<file path="config.mk">
export PLATFORM = sky130hd
export DESIGN_NAME = input_cmd_scheduler_flat
export DESIGN_NICKNAME = d
export VERILOG_FILES = /design/src/rtl/input_cmd_scheduler_if.sv /design/src/rtl/input_cmd_scheduler.sv /design/src/flat_wrapper.sv
export SDC_FILE = /design/constraint.sdc
export NUM_CORES = 1
export LEC_CHECK = 0
export CAP_MARGIN = 20
export CORE_ASPECT_RATIO = 0.7
export CORE_MARGIN = 1.5
export CORE_UTILIZATION = 40
export CTS_CLUSTER_SIZE = 10
export DETAILED_ROUTE_END_ITERATION = 10
export GPL_TIMING_DRIVEN = 0
export PLACE_DENSITY = 0.67
export SLEW_MARGIN = 0
export SYNTH_ARGS = -nofsm -noshare
export SYNTH_HDL_FRONTEND = slang
export SYNTH_SLANG_ARGS = --single-unit
</file>
<file path="constraint.sdc">
create_clock -name clk -period 5.1 [get_ports clk]
set_input_delay 0.765 -clock clk [delete_from_list [all_inputs] [get_ports clk]]
set_output_delay 0.765 -clock clk [all_outputs]
set_load 0.005 [all_outputs]
</file>
<file path="src/rtl/input_cmd_scheduler_if.sv">
// Command stream between the scheduler and the game FSM: show-ahead head,
// valid/ready handshake and the queue occupancy.
interface input_cmd_scheduler_if #(
    parameter int CMD_W = 4,
    parameter int DEPTH = 16
) ();
    logic                   cmd_valid_o;
    logic [CMD_W-1:0]       cmd_o;
    logic                   cmd_ready_i;
    logic [$clog2(DEPTH):0] level_o;

    modport master (output cmd_valid_o, output cmd_o, output level_o, input cmd_ready_i);
    modport slave  (input cmd_valid_o, input cmd_o, input level_o, output cmd_ready_i);
endinterface

</file>
<file path="src/rtl/input_cmd_scheduler.sv">
// Merges event strobes, auto-repeating held buttons and periodic timers into one
// ordered command stream: pending latches -> fixed-priority arbiter -> show-ahead FIFO.
module input_cmd_scheduler #(
    parameter int               CMD_W     = 4,
    parameter int               DEPTH     = 16,
    parameter int               N_EV      = 2,
    parameter int               N_SRC     = 4,
    parameter int               N_TMR     = 2,
    parameter int               TMR_W     = 32,
    parameter int               DAS_DELAY = 12_500_000,
    parameter int               DAS_RATE  = 2_500_000,
    parameter logic [N_SRC-1:0] REPEAT_EN = '1
) (
    input  logic                   clk,
    input  logic                   reset_n,
    input  logic                   enable_i,
    input  logic                   flush_i,
    input  logic [N_EV-1:0]        ev_valid_i,
    input  logic [N_EV*CMD_W-1:0]  ev_cmd_i,
    input  logic [N_SRC-1:0]       hold_i,
    input  logic [N_SRC*CMD_W-1:0] hold_cmd_i,
    input  logic [N_TMR*TMR_W-1:0] tmr_period_i,
    input  logic [N_TMR*CMD_W-1:0] tmr_cmd_i,
    input_cmd_scheduler_if.master  cmd_if,
    output logic [15:0]            coalesce_cnt_o
);
    localparam int R  = N_EV + N_SRC + N_TMR;
    localparam int AW = $clog2(DEPTH);
    localparam int LW = AW + 1;

    logic [N_SRC-1:0] r_hold_prev;
    logic [31:0]      r_rep_cnt   [N_SRC];
    logic [N_SRC-1:0] r_rep_phase;
    logic [TMR_W-1:0] r_tmr_cnt   [N_TMR];
    logic [R-1:0]     r_pend;
    logic [CMD_W-1:0] r_pend_cmd  [R];
    logic [15:0]      r_coal;
    logic [CMD_W-1:0] r_mem       [DEPTH];
    logic [AW-1:0]    r_wr_ptr;
    logic [AW-1:0]    r_rd_ptr;
    logic [LW-1:0]    r_level;

    logic [N_SRC-1:0] w_press;
    logic [N_SRC-1:0] w_rep_fire;
    logic [N_TMR-1:0] w_tmr_fire;
    logic [R-1:0]     w_req;
    logic [CMD_W-1:0] w_req_cmd   [R];
    logic [R-1:0]     w_gnt;
    logic             w_gnt_vld;
    logic [CMD_W-1:0] w_push_cmd;
    logic             w_valid;
    logic             w_pop;
    logic             w_push_ok;
    logic [R-1:0]     w_merge;
    logic [16:0]      w_coal_sum;

    assign w_valid   = (r_level != '0);
    assign w_pop     = w_valid && cmd_if.cmd_ready_i;
    assign w_push_ok = (r_level < LW'(DEPTH)) || w_pop;

    // Request generation; repeat phase 0 waits DAS_DELAY, phase 1 waits DAS_RATE
    always_comb begin
        w_req = '0;
        for (int i = 0; i < R; i++) w_req_cmd[i] = '0;
        w_press = hold_i & ~r_hold_prev;
        for (int k = 0; k < N_SRC; k++)
            w_rep_fire[k] = hold_i[k] && !w_press[k] &&
                            (r_rep_phase[k] ? (r_rep_cnt[k] == 32'(DAS_RATE))
                                            : (r_rep_cnt[k] == 32'(DAS_DELAY)));
        for (int k = 0; k < N_TMR; k++)
            w_tmr_fire[k] = (tmr_period_i[k*TMR_W +: TMR_W] != '0) &&
                            (r_tmr_cnt[k] >= tmr_period_i[k*TMR_W +: TMR_W] - TMR_W'(1));
        if (enable_i && !flush_i) begin
            for (int k = 0; k < N_EV; k++) begin
                w_req[k]     = ev_valid_i[k];
                w_req_cmd[k] = ev_cmd_i[k*CMD_W +: CMD_W];
            end
            for (int k = 0; k < N_SRC; k++) begin
                w_req[N_EV+k]     = w_press[k] || (REPEAT_EN[k] && w_rep_fire[k]);
                w_req_cmd[N_EV+k] = hold_cmd_i[k*CMD_W +: CMD_W];
            end
            for (int k = 0; k < N_TMR; k++) begin
                w_req[N_EV+N_SRC+k]     = w_tmr_fire[k];
                w_req_cmd[N_EV+N_SRC+k] = tmr_cmd_i[k*CMD_W +: CMD_W];
            end
        end
    end

    always_comb begin
        w_gnt      = '0;
        w_gnt_vld  = 1'b0;
        w_push_cmd = '0;
        if (w_push_ok && !flush_i) begin
            for (int i = 0; i < R; i++) begin
                if (r_pend[i] && !w_gnt_vld) begin
                    w_gnt[i]   = 1'b1;
                    w_gnt_vld  = 1'b1;
                    w_push_cmd = r_pend_cmd[i];
                end
            end
        end
    end

    assign w_merge    = w_req & r_pend & ~w_gnt;
    assign w_coal_sum = {1'b0, r_coal} + 17'($countones(w_merge));

    always_ff @(posedge clk or negedge reset_n) begin
        if (!reset_n) begin
            r_hold_prev <= '0;
            r_rep_phase <= '0;
            for (int k = 0; k < N_SRC; k++) r_rep_cnt[k] <= '0;
            for (int k = 0; k < N_TMR; k++) r_tmr_cnt[k] <= '0;
        end else begin
            // Edge detector samples even while disabled so a held button never looks pressed
            r_hold_prev <= hold_i;
            for (int k = 0; k < N_SRC; k++) begin
                if (flush_i || !enable_i || !hold_i[k]) begin
                    r_rep_cnt[k]   <= '0;
                    r_rep_phase[k] <= 1'b0;
                end else if (w_press[k]) begin
                    r_rep_cnt[k]   <= 32'd1;
                    r_rep_phase[k] <= 1'b0;
                end else if (w_rep_fire[k]) begin
                    r_rep_cnt[k]   <= 32'd1;
                    r_rep_phase[k] <= 1'b1;
                end else begin
                    r_rep_cnt[k]   <= r_rep_cnt[k] + 32'd1;
                end
            end
            for (int k = 0; k < N_TMR; k++) begin
                if (flush_i || !enable_i || (tmr_period_i[k*TMR_W +: TMR_W] == '0) || w_tmr_fire[k])
                    r_tmr_cnt[k] <= '0;
                else
                    r_tmr_cnt[k] <= r_tmr_cnt[k] + TMR_W'(1);
            end
        end
    end

    // Pending latches: a new request outranks the grant-clear of the same cycle
    always_ff @(posedge clk or negedge reset_n) begin
        if (!reset_n) begin
            r_pend <= '0;
            r_coal <= '0;
        end else begin
            r_coal <= w_coal_sum[16] ? 16'hFFFF : w_coal_sum[15:0];
            if (flush_i) begin
                r_pend <= '0;
            end else begin
                for (int i = 0; i < R; i++) begin
                    if (w_req[i])      r_pend[i] <= 1'b1;
                    else if (w_gnt[i]) r_pend[i] <= 1'b0;
                end
            end
        end
    end

    always_ff @(posedge clk) begin
        for (int i = 0; i < R; i++)
            if (w_req[i]) r_pend_cmd[i] <= w_req_cmd[i];
        if (w_gnt_vld) r_mem[r_wr_ptr] <= w_push_cmd;
    end

    always_ff @(posedge clk or negedge reset_n) begin
        if (!reset_n) begin
            r_wr_ptr <= '0;
            r_rd_ptr <= '0;
            r_level  <= '0;
        end else if (flush_i) begin
            r_wr_ptr <= '0;
            r_rd_ptr <= '0;
            r_level  <= '0;
        end else begin
            if (w_gnt_vld) r_wr_ptr <= r_wr_ptr + AW'(1);
            if (w_pop)     r_rd_ptr <= r_rd_ptr + AW'(1);
            case ({w_gnt_vld, w_pop})
                2'b10:   r_level <= r_level + LW'(1);
                2'b01:   r_level <= r_level - LW'(1);
                default: r_level <= r_level;
            endcase
        end
    end

    // Head is forced to zero while empty so it is stable and clean out of reset
    assign cmd_if.cmd_valid_o = w_valid;
    assign cmd_if.cmd_o       = w_valid ? r_mem[r_rd_ptr] : '0;
    assign cmd_if.level_o     = r_level;
    assign coalesce_cnt_o     = r_coal;
endmodule

</file>
<file path="src/flat_wrapper.sv">
// flat-port wrapper written by rule: the top's interface ports become plain ports
module input_cmd_scheduler_flat 
#(
    parameter int               CMD_W     = 4,
    parameter int               DEPTH     = 16,
    parameter int               N_EV      = 2,
    parameter int               N_SRC     = 4,
    parameter int               N_TMR     = 2,
    parameter int               TMR_W     = 32,
    parameter int               DAS_DELAY = 12_500_000,
    parameter int               DAS_RATE  = 2_500_000,
    parameter logic [N_SRC-1:0] REPEAT_EN = '1
)
  (clk, reset_n, enable_i, flush_i, ev_valid_i, ev_cmd_i, hold_i, hold_cmd_i, tmr_period_i, tmr_cmd_i, coalesce_cnt_o, cmd_if_cmd_valid_o, cmd_if_cmd_o, cmd_if_level_o, cmd_if_cmd_ready_i);
  input_cmd_scheduler_if #(.CMD_W(CMD_W), .DEPTH(DEPTH)) cmd_if_i ();
  input  logic clk;
  input  logic reset_n;
  input  logic enable_i;
  input  logic flush_i;
  input  logic [N_EV-1:0] ev_valid_i;
  input  logic [N_EV*CMD_W-1:0] ev_cmd_i;
  input  logic [N_SRC-1:0] hold_i;
  input  logic [N_SRC*CMD_W-1:0] hold_cmd_i;
  input  logic [N_TMR*TMR_W-1:0] tmr_period_i;
  input  logic [N_TMR*CMD_W-1:0] tmr_cmd_i;
  output logic [15:0] coalesce_cnt_o;
  output wire logic [$bits(cmd_if_i.cmd_valid_o)-1:0] cmd_if_cmd_valid_o;
  output wire logic [$bits(cmd_if_i.cmd_o)-1:0] cmd_if_cmd_o;
  output wire logic [$bits(cmd_if_i.level_o)-1:0] cmd_if_level_o;
  input wire logic [$bits(cmd_if_i.cmd_ready_i)-1:0] cmd_if_cmd_ready_i;
  assign cmd_if_cmd_valid_o = cmd_if_i.cmd_valid_o;
  assign cmd_if_cmd_o = cmd_if_i.cmd_o;
  assign cmd_if_level_o = cmd_if_i.level_o;
  assign cmd_if_i.cmd_ready_i = cmd_if_cmd_ready_i;
  input_cmd_scheduler #(.CMD_W(CMD_W), .DEPTH(DEPTH), .N_EV(N_EV), .N_SRC(N_SRC), .N_TMR(N_TMR), .TMR_W(TMR_W), .DAS_DELAY(DAS_DELAY), .DAS_RATE(DAS_RATE), .REPEAT_EN(REPEAT_EN)) u_core (.clk(clk), .reset_n(reset_n), .enable_i(enable_i), .flush_i(flush_i), .ev_valid_i(ev_valid_i), .ev_cmd_i(ev_cmd_i), .hold_i(hold_i), .hold_cmd_i(hold_cmd_i), .tmr_period_i(tmr_period_i), .tmr_cmd_i(tmr_cmd_i), .cmd_if(cmd_if_i), .coalesce_cnt_o(coalesce_cnt_o));
endmodule
</file>
Word-level counts from Yosys, hierarchy flattened
Memory sizes are Yosys's and may differ from the RTL's.
Cells that the tools add are included.
{"block": "classes", "muxes": 108, "n_eq_ne": 10, "reduce_logical": 71, "addsub": 20, "bitwise_logic": 5, "magnitude_cmp": 3}
{"op": "$mux W32", "n": 15}
{"op": "$add A32 B1 Y32 const B", "n": 6}
{"op": "$eq A32 B22 Y1 const B", "n": 4}
{"op": "$eq A32 B24 Y1 const B", "n": 4}
{"op": "$mux W1", "n": 73}
{"op": "$ge A32 B32 Y1", "n": 2}
{"op": "$logic_not A32 Y1", "n": 2}
{"op": "$reduce_bool A32 Y1", "n": 2}
{"op": "$sub A32 B1 Y32 const B", "n": 2}
{"op": "$mux W4", "n": 14}
{"op": "$add A17 B17 Y17", "n": 3}
{"op": "$reduce_bool A3 Y1", "n": 13}
{"op": "$mux W8", "n": 3}
{"op": "$logic_and A1 B1 Y1", "n": 20}
{"op": "$add A16 B17 Y17", "n": 1}
{"op": "$logic_not A1 Y1", "n": 17}
{"op": "$and A8 B8 Y8", "n": 2}
{"op": "$mux W16", "n": 1}
{"op": "$logic_or A1 B1 Y1", "n": 14}
{"op": "$pmux W5 S2", "n": 1}
{"op": "$add A1 B1 Y2", "n": 4}
{"op": "$add A4 B1 Y4 const B", "n": 2}
{"op": "$not A8 Y8", "n": 1}
{"op": "$add A5 B1 Y5 const B", "n": 1}
{"op": "other kinds (9)", "n": 10}
{"block": "word_totals", "output_inout_bits": 26, "ramBits": 96, "reg_bits": 237, "inputBits": 107, "memories": 2, "elab_cells": 242}
{"memory": "u_core.r_mem", "words": 16, "width": 4, "read_ports": 1, "rd_ports_with_merged_regs": 0, "wr": 1, "line": "input_cmd_scheduler.sv:38", "text": "logic [CMD_W-1:0] r_mem [DEPTH];"}
{"memory": "u_core.r_pend_cmd", "words": 8, "width": 4, "read_ports": 8, "rd_ports_with_merged_regs": 0, "wr": 8, "line": "input_cmd_scheduler.sv:36", "text": "logic [CMD_W-1:0] r_pend_cmd [R];"}

Longest topological paths before layout
{"block": "depth", "word_depth": 40, "ltp_mapped": 29}

Least setup slack after synthesis
OpenSTA, ideal clock, no wires.
{"block": "synth_timing", "path_type": "input-to-reg", "startpoint": "input tmr_period_i[11]", "endpoint": "register u_core.r_coal[3], in the netlist u_core.coalesce_cnt_o[3]", "setup_slack_ns": -1.929, "stages": 27, "n_path_buf": 1, "t_arrival_ns": 6.887, "setup_ns": 0.142, "cell_sequence": "or4_1 or3_1 nor2_4 nand3_2 nor4_1 xnor2_1 ha_1 nand2_1 nor2_1 nand4_1 a2111oi_0 a21oi_1 nor3_1 ha_1 inv_1 fa_1 fa_1 fa_1 inv_1 fa_1 a21o_1 a21oi_1 nor2_1 and2_1 nand3_1 clkbuf_1 o21ai_0"}
{"block": "synth_via", "elab_chain_len": 11, "word_cells_on_any_way": 12, "classes_between": "add/sub (5); order compare (1); mux (2); bitwise (2); reduce/logical (2)"}
{"element": "start: declaration", "line": "flat_wrapper.sv:24", "text": "input logic [N_TMR*TMR_W-1:0] tmr_period_i;"}
{"element": "$sub A32 B1 Y32", "line": "input_cmd_scheduler.sv:72", "text": "(r_tmr_cnt[k] >= tmr_period_i[k*TMR_W +: TMR_W] - TMR_W'(1));"}
{"element": "$ge A32 B32 Y1", "line": "input_cmd_scheduler.sv:72"}
{"element": "$logic_and A1 B1 Y1 *", "line": "input_cmd_scheduler.sv:71", "text": "w_tmr_fire[k] = (tmr_period_i[k*TMR_W +: TMR_W] != '0) &&"}
{"element": "$mux W8 *", "line": "input_cmd_scheduler.sv:73", "text": "if (enable_i && !flush_i) begin"}
{"element": "$and A8 B8 Y8 * (2 in series)", "line": "input_cmd_scheduler.sv:104", "text": "assign w_merge = w_req & r_pend & ~w_gnt;"}
{"element": "$add A1 B1 Y2 (implied by the code) *", "line": "input_cmd_scheduler.sv:105", "text": "assign w_coal_sum = {1'b0, r_coal} + 17'($countones(w_merge));"}
{"element": "$add A17 B17 Y17 (implied by the code) * (2 in series)", "line": "input_cmd_scheduler.sv:105"}
{"element": "$add A16 B17 Y17 *", "line": "input_cmd_scheduler.sv:105"}
{"element": "$mux W16 *", "line": "input_cmd_scheduler.sv:145", "text": "r_coal <= w_coal_sum[16] ? 16'hFFFF : w_coal_sum[15:0];"}
{"element": "end signal: assignment", "line": "input_cmd_scheduler.sv:145"}
{"element": "end: declaration", "line": "input_cmd_scheduler.sv:37", "text": "logic [15:0] r_coal;"}
Mark *: on every way between the ends. The rest lies on a longest branch, timed or not.
A chain may end at the register's enable or synchronous reset.

Worst setup path after layout
{"block": "layout_timing", "startpoint": "input tmr_period_i[5]", "endpoint": "register u_core.r_coal[2], in the netlist u_core.coalesce_cnt_o[2]"}
The elaborated chain is that of the path after synthesis.

==> results.json <==
{
  "final-setup-viol-count": 16,
  "swShare_pct": 25.8,
  "fin_worst_skew_ps": 22.0,
  "synthesis.instances": 1822,
  "postSynth.asyncResetShare_pct": 71.2,
  "grt_antenna_before_repair": 8,
  "ys_seq_area_share_pct": 47.1,
  "yosysWarnings": 0,
  "violations": "negative setup slack",
  "cts-htree-levels": 2,
  "synth.ff_latch_count": 333,
  "reg2reg_depth": 20,
  "gp_congestion": 0.830,
  "critical_path.endpoint_type": "flip-flop",
  "unrepaired_setup_endpoints_after_global_routing": "true",
  "clkSlewWorstSetupHoldPaths_ps": 60,
  "rows": 66,
  "first_global_vias": 14074,
  "drc_errors": 0,
  "reg2reg_from": "u_core.r_rep_cnt[111]",
  "slew_violations": 0,
  "crit_reg_reg_endpoint": "u_core.coalesce_cnt_o[2]",
  "vdd_drop_max_uv": 206,
  "hold_ws_ps": 229,
  "cts_inserted_buffers": 39,
  "clock_tree.buffer_depth": 3,
  "powerDensity_nw_per_um2": 288,
  "ioPinCount": 133,
  "finish.net_count": 2238,
  "coreArea_um2": 46300,
  "grt_first_pass_wirelength_um": 74700,
  "register_area_um2": 8810,
  "worst-path-max-fanout": 6,
  "p_switching_uw": 1680,
  "clk_latency_ps": 540,
  "final.period_utilization_pct": 129,
  "multiInputGateArea_um2": 9830,
  "final_period_minus_worst_setup_slack_ps": 6580,
  "floorplan_die_height_um": 184,
  "floorplan.die.width_um": 262,
  "worst_path_class_setup": "primary input to flip-flop",
  "initial_utilization_pct": 40.4,
  "status": "finished with violations",
  "route.antenna.remaining_nets": 0,
  "synth-edff-count": 96,
  "global_route.usage.total_pct": 19.5,
  "synth.lib_cells_used.distinct": 81,
  "fillCellCount": 4213,
  "synth_nets": 2028,
  "num_vias": 14249,
  "final_hold_viol_count": 0,
  "floorplan.die_area_um2": 48100,
  "grt_max_degree": 86,
  "drt-initial-drc-count": 837,
  "worstHoldPathType": "primary input to asynchronous set/reset pin",
  "vias_per_cell": 5.34,
  "cell_internal_pwr_uw": 4850,
  "crit_required_ps": 5510,
  "dpl.hpwl_um": 34600,
  "wire_per_inst_um": 17.4,
  "synthToLayoutAreaGrowth_pct": 21.2,
  "power.combinational.fraction_pct": 16.4,
  "seq_power_share_pct": 44.2,
  "overall_routed_net_length_um": 46400,
  "fin_tns_setup_ps": -23010,
  "avgSynthCellArea_um2": 10.3,
  "detailedRoute.firstPassIterationCount": 7,
  "tritoncts_clock_tree": "done",
  "p_leak_uw": 0.00909,
  "fin_ws_ps": -1480,
  "regToRegSetupSlack_ps": -380,
  "cts_root_buffer": "sky130_fd_sc_hd__clkbuf_16",
  "syn_area_um2": 18700,
  "maxCapViolCount": 0,
  "io_buffer_count": 132,
  "clkSinkCount": 333,
  "grt_remaining_overflow": 0,
  "timing_worst_slew_pin_value_ps": 1110,
  "setup_crit_start_kind": "primary input",
  "arrival_time_of_data_at_the_critical_path_endpoint_ps": 6990,
  "synth_ff_type": "sky130_fd_sc_hd__dfrtp_1",
  "slew_headroom_pct": 25.5,
  "layout_cell_share_with_drive_strength_beyond_1_pct": 11.7,
  "clock_power_share_pct": 39.4,
  "timing.fmax_mhz": 152
}
-- power by group through the flow --
stage | clock, uW | combinational [uW] | sequential [uW]
2_1_floorplan | 0 | 574 | 2910
3_3_place_gp | 0 | 997 | 2940
3_5_place_dp | 0 | 1040 | 2940
4_1_cts | 2640 | 1070 | 2890
5_1_grt | 2750 | 1170 | 2900
6_report | 2580 | 1070 | 2890
-- kinds of logic after synthesis --
logic type | after synthesis | synth area share, %
buffers and inverters | 99 | 2.36
xor gates and xnor gates | 257 | 12.1
adders and majority gates | 99 | 6.90
muxes | 23 | 2.60
DFF | 333 | 47.1
and+or+nand+nor | 855 | 23.3
AOI/OAI and AO/OA | 156 | 5.68
-- worst max-delay path: stages --
cell	delay, ps
sky130_fd_sc_hd__clkdlybuf4s50_1	540
sky130_fd_sc_hd__or4_1	630
sky130_fd_sc_hd__nor4_4	300
sky130_fd_sc_hd__and3_4	260
sky130_fd_sc_hd__nor2b_2	150
sky130_fd_sc_hd__xnor2_1	140
sky130_fd_sc_hd__ha_1	250
sky130_fd_sc_hd__and2_0	150
sky130_fd_sc_hd__a221o_1	300
sky130_fd_sc_hd__a21oi_1	180
sky130_fd_sc_hd__o31ai_2	120
sky130_fd_sc_hd__a21oi_2	260
sky130_fd_sc_hd__nor3_2	90
sky130_fd_sc_hd__ha_2	330
sky130_fd_sc_hd__inv_2	40
sky130_fd_sc_hd__fa_1	460
sky130_fd_sc_hd__fa_1	510
sky130_fd_sc_hd__fa_2	210
sky130_fd_sc_hd__inv_2	50
sky130_fd_sc_hd__fa_2	360
sky130_fd_sc_hd__a21o_1	190
sky130_fd_sc_hd__a21oi_4	180
sky130_fd_sc_hd__nor2_4	50
sky130_fd_sc_hd__and2_4	150
sky130_fd_sc_hd__nand3_4	110
sky130_fd_sc_hd__clkbuf_16	170
sky130_fd_sc_hd__nand2_4	40
-- metal layers --
metal / share of wire, % / up-vias / global-route usage (%)
met5: 0 / - / 0
met1: 48 / 7003 / 28.1
met2: 45 / 320 / 30.1
li1: - / 6860 / -
met3: 5.2 / 66 / 3.64
met4: 2.1 / 0 / 5.22
-- synth_stat cells, types with 20 or more instances --
library cell	n	share of area, %
sky130_fd_sc_hd__clkbuf_1	21	0.42
sky130_fd_sc_hd__xor2_1	152	7.1
sky130_fd_sc_hd__mux4_2	20	2.4
sky130_fd_sc_hd__nor4_1	29	0.97
sky130_fd_sc_hd__xnor2_1	104	4.9
sky130_fd_sc_hd__and3_1	53	1.8
sky130_fd_sc_hd__nand4_1	54	1.8
sky130_fd_sc_hd__ha_1	92	6.1
sky130_fd_sc_hd__nand2_1	123	2.5
sky130_fd_sc_hd__nor2_1	285	5.7
sky130_fd_sc_hd__inv_1	54	1.1
sky130_fd_sc_hd__o21ai_0	26	0.70
sky130_fd_sc_hd__nor3_1	39	1.0
sky130_fd_sc_hd__nand3_1	101	2.7
sky130_fd_sc_hd__a21oi_1	49	1.3
sky130_fd_sc_hd__dfrtp_1	237	32
sky130_fd_sc_hd__edfxtp_1	96	15
sky130_fd_sc_hd__and2_1	53	1.8
-- final cells by class --
cell class	count	area share (%)
buffer	45	1.15
tap	612	3.38
inverter	54	0.904
multi-input combinational	1390	43.3
clock buffer	62	5.00
antenna	5	0.0552
sequential	333	38.8
timing repair buffer	169	7.34
-- flip-flops by register name, indices dropped and copies added, names as in the netlist, 5 cells and up --
name and count:
u_core.cmd_if.level_o 5, u_core.coalesce_cnt_o 16, u_core.r_mem 64, u_core.r_pend 8
u_core.r_pend_cmd 32, u_core.r_rep_cnt 128, u_core.r_tmr_cnt 64
-- placed cells by master, fill, tap and decap left out, types with 7 or more instances in the layout --
cell	instances
sky130_fd_sc_hd__a22oi_1	10
sky130_fd_sc_hd__a31oi_1	10
sky130_fd_sc_hd__a21o_1	13
sky130_fd_sc_hd__nor4_1	23
sky130_fd_sc_hd__nand2_1	112
sky130_fd_sc_hd__nand2b_1	9
sky130_fd_sc_hd__and3_1	51
sky130_fd_sc_hd__clkdlybuf4s50_1	110
sky130_fd_sc_hd__nor3_1	36
sky130_fd_sc_hd__mux4_2	20
sky130_fd_sc_hd__o21ai_0	22
sky130_fd_sc_hd__a21oi_1	46
sky130_fd_sc_hd__o21a_1	9
sky130_fd_sc_hd__or4_4	9
sky130_fd_sc_hd__inv_1	50
sky130_fd_sc_hd__nor2_1	281
sky130_fd_sc_hd__nor2b_1	13
sky130_fd_sc_hd__xnor2_1	103
sky130_fd_sc_hd__and2_1	52
sky130_fd_sc_hd__and4_1	18
sky130_fd_sc_hd__or3_1	8
sky130_fd_sc_hd__buf_2	16
sky130_fd_sc_hd__nand2_2	7
sky130_fd_sc_hd__dfrtp_1	237
sky130_fd_sc_hd__buf_4	40
sky130_fd_sc_hd__xor2_1	150
sky130_fd_sc_hd__nor4b_1	7
sky130_fd_sc_hd__nand3_1	98
sky130_fd_sc_hd__ha_1	89
sky130_fd_sc_hd__buf_6	7
sky130_fd_sc_hd__clkbuf_1	38
sky130_fd_sc_hd__clkbuf_16	42
sky130_fd_sc_hd__nand4_1	54
sky130_fd_sc_hd__or4_1	11
sky130_fd_sc_hd__edfxtp_1	96
-- timing repair --
item,in CTS,in global routing
endpoints found under the setup margin,16,16
gates resized for setup,88,40
pin swaps,32,32
gates cloned,1,0
setup buffers,20,10
hold buffers,0,0
-- how the worst max path moves through the flow --
stage,startpoint,to,cells after the start
4_1_cts,tmr_period_i[39],u_core.coalesce_cnt_o[6],27
3_3_place_gp,reset_n,u_core.r_tmr_cnt[52],1
2_1_floorplan,tmr_period_i[43],u_core.coalesce_cnt_o[3],27
3_5_place_dp,tmr_period_i[34],u_core.coalesce_cnt_o[3],28
5_1_grt,tmr_period_i[5],u_core.coalesce_cnt_o[6],27
6_report,tmr_period_i[5],u_core.coalesce_cnt_o[2],27
-- through the flow --
step           power [uW]  utilization (%)  setup WS (ps)  instance area [um^2]  instances
6_report             6540             49.0          -1480                 22700       2670
3_3_place_gp         3940             45.1          -7010                 20900       2566
2_1_floorplan        3490                -          -1250                 18800       1822
4_1_cts              6600             48.4          -1730                 22400       2654
3_5_place_dp         3980             45.3          -2820                 21000       2571
5_1_grt              6820             49.0          -1760                 22700       2669
Note: power is estimated with default switching activity, not from simulation.
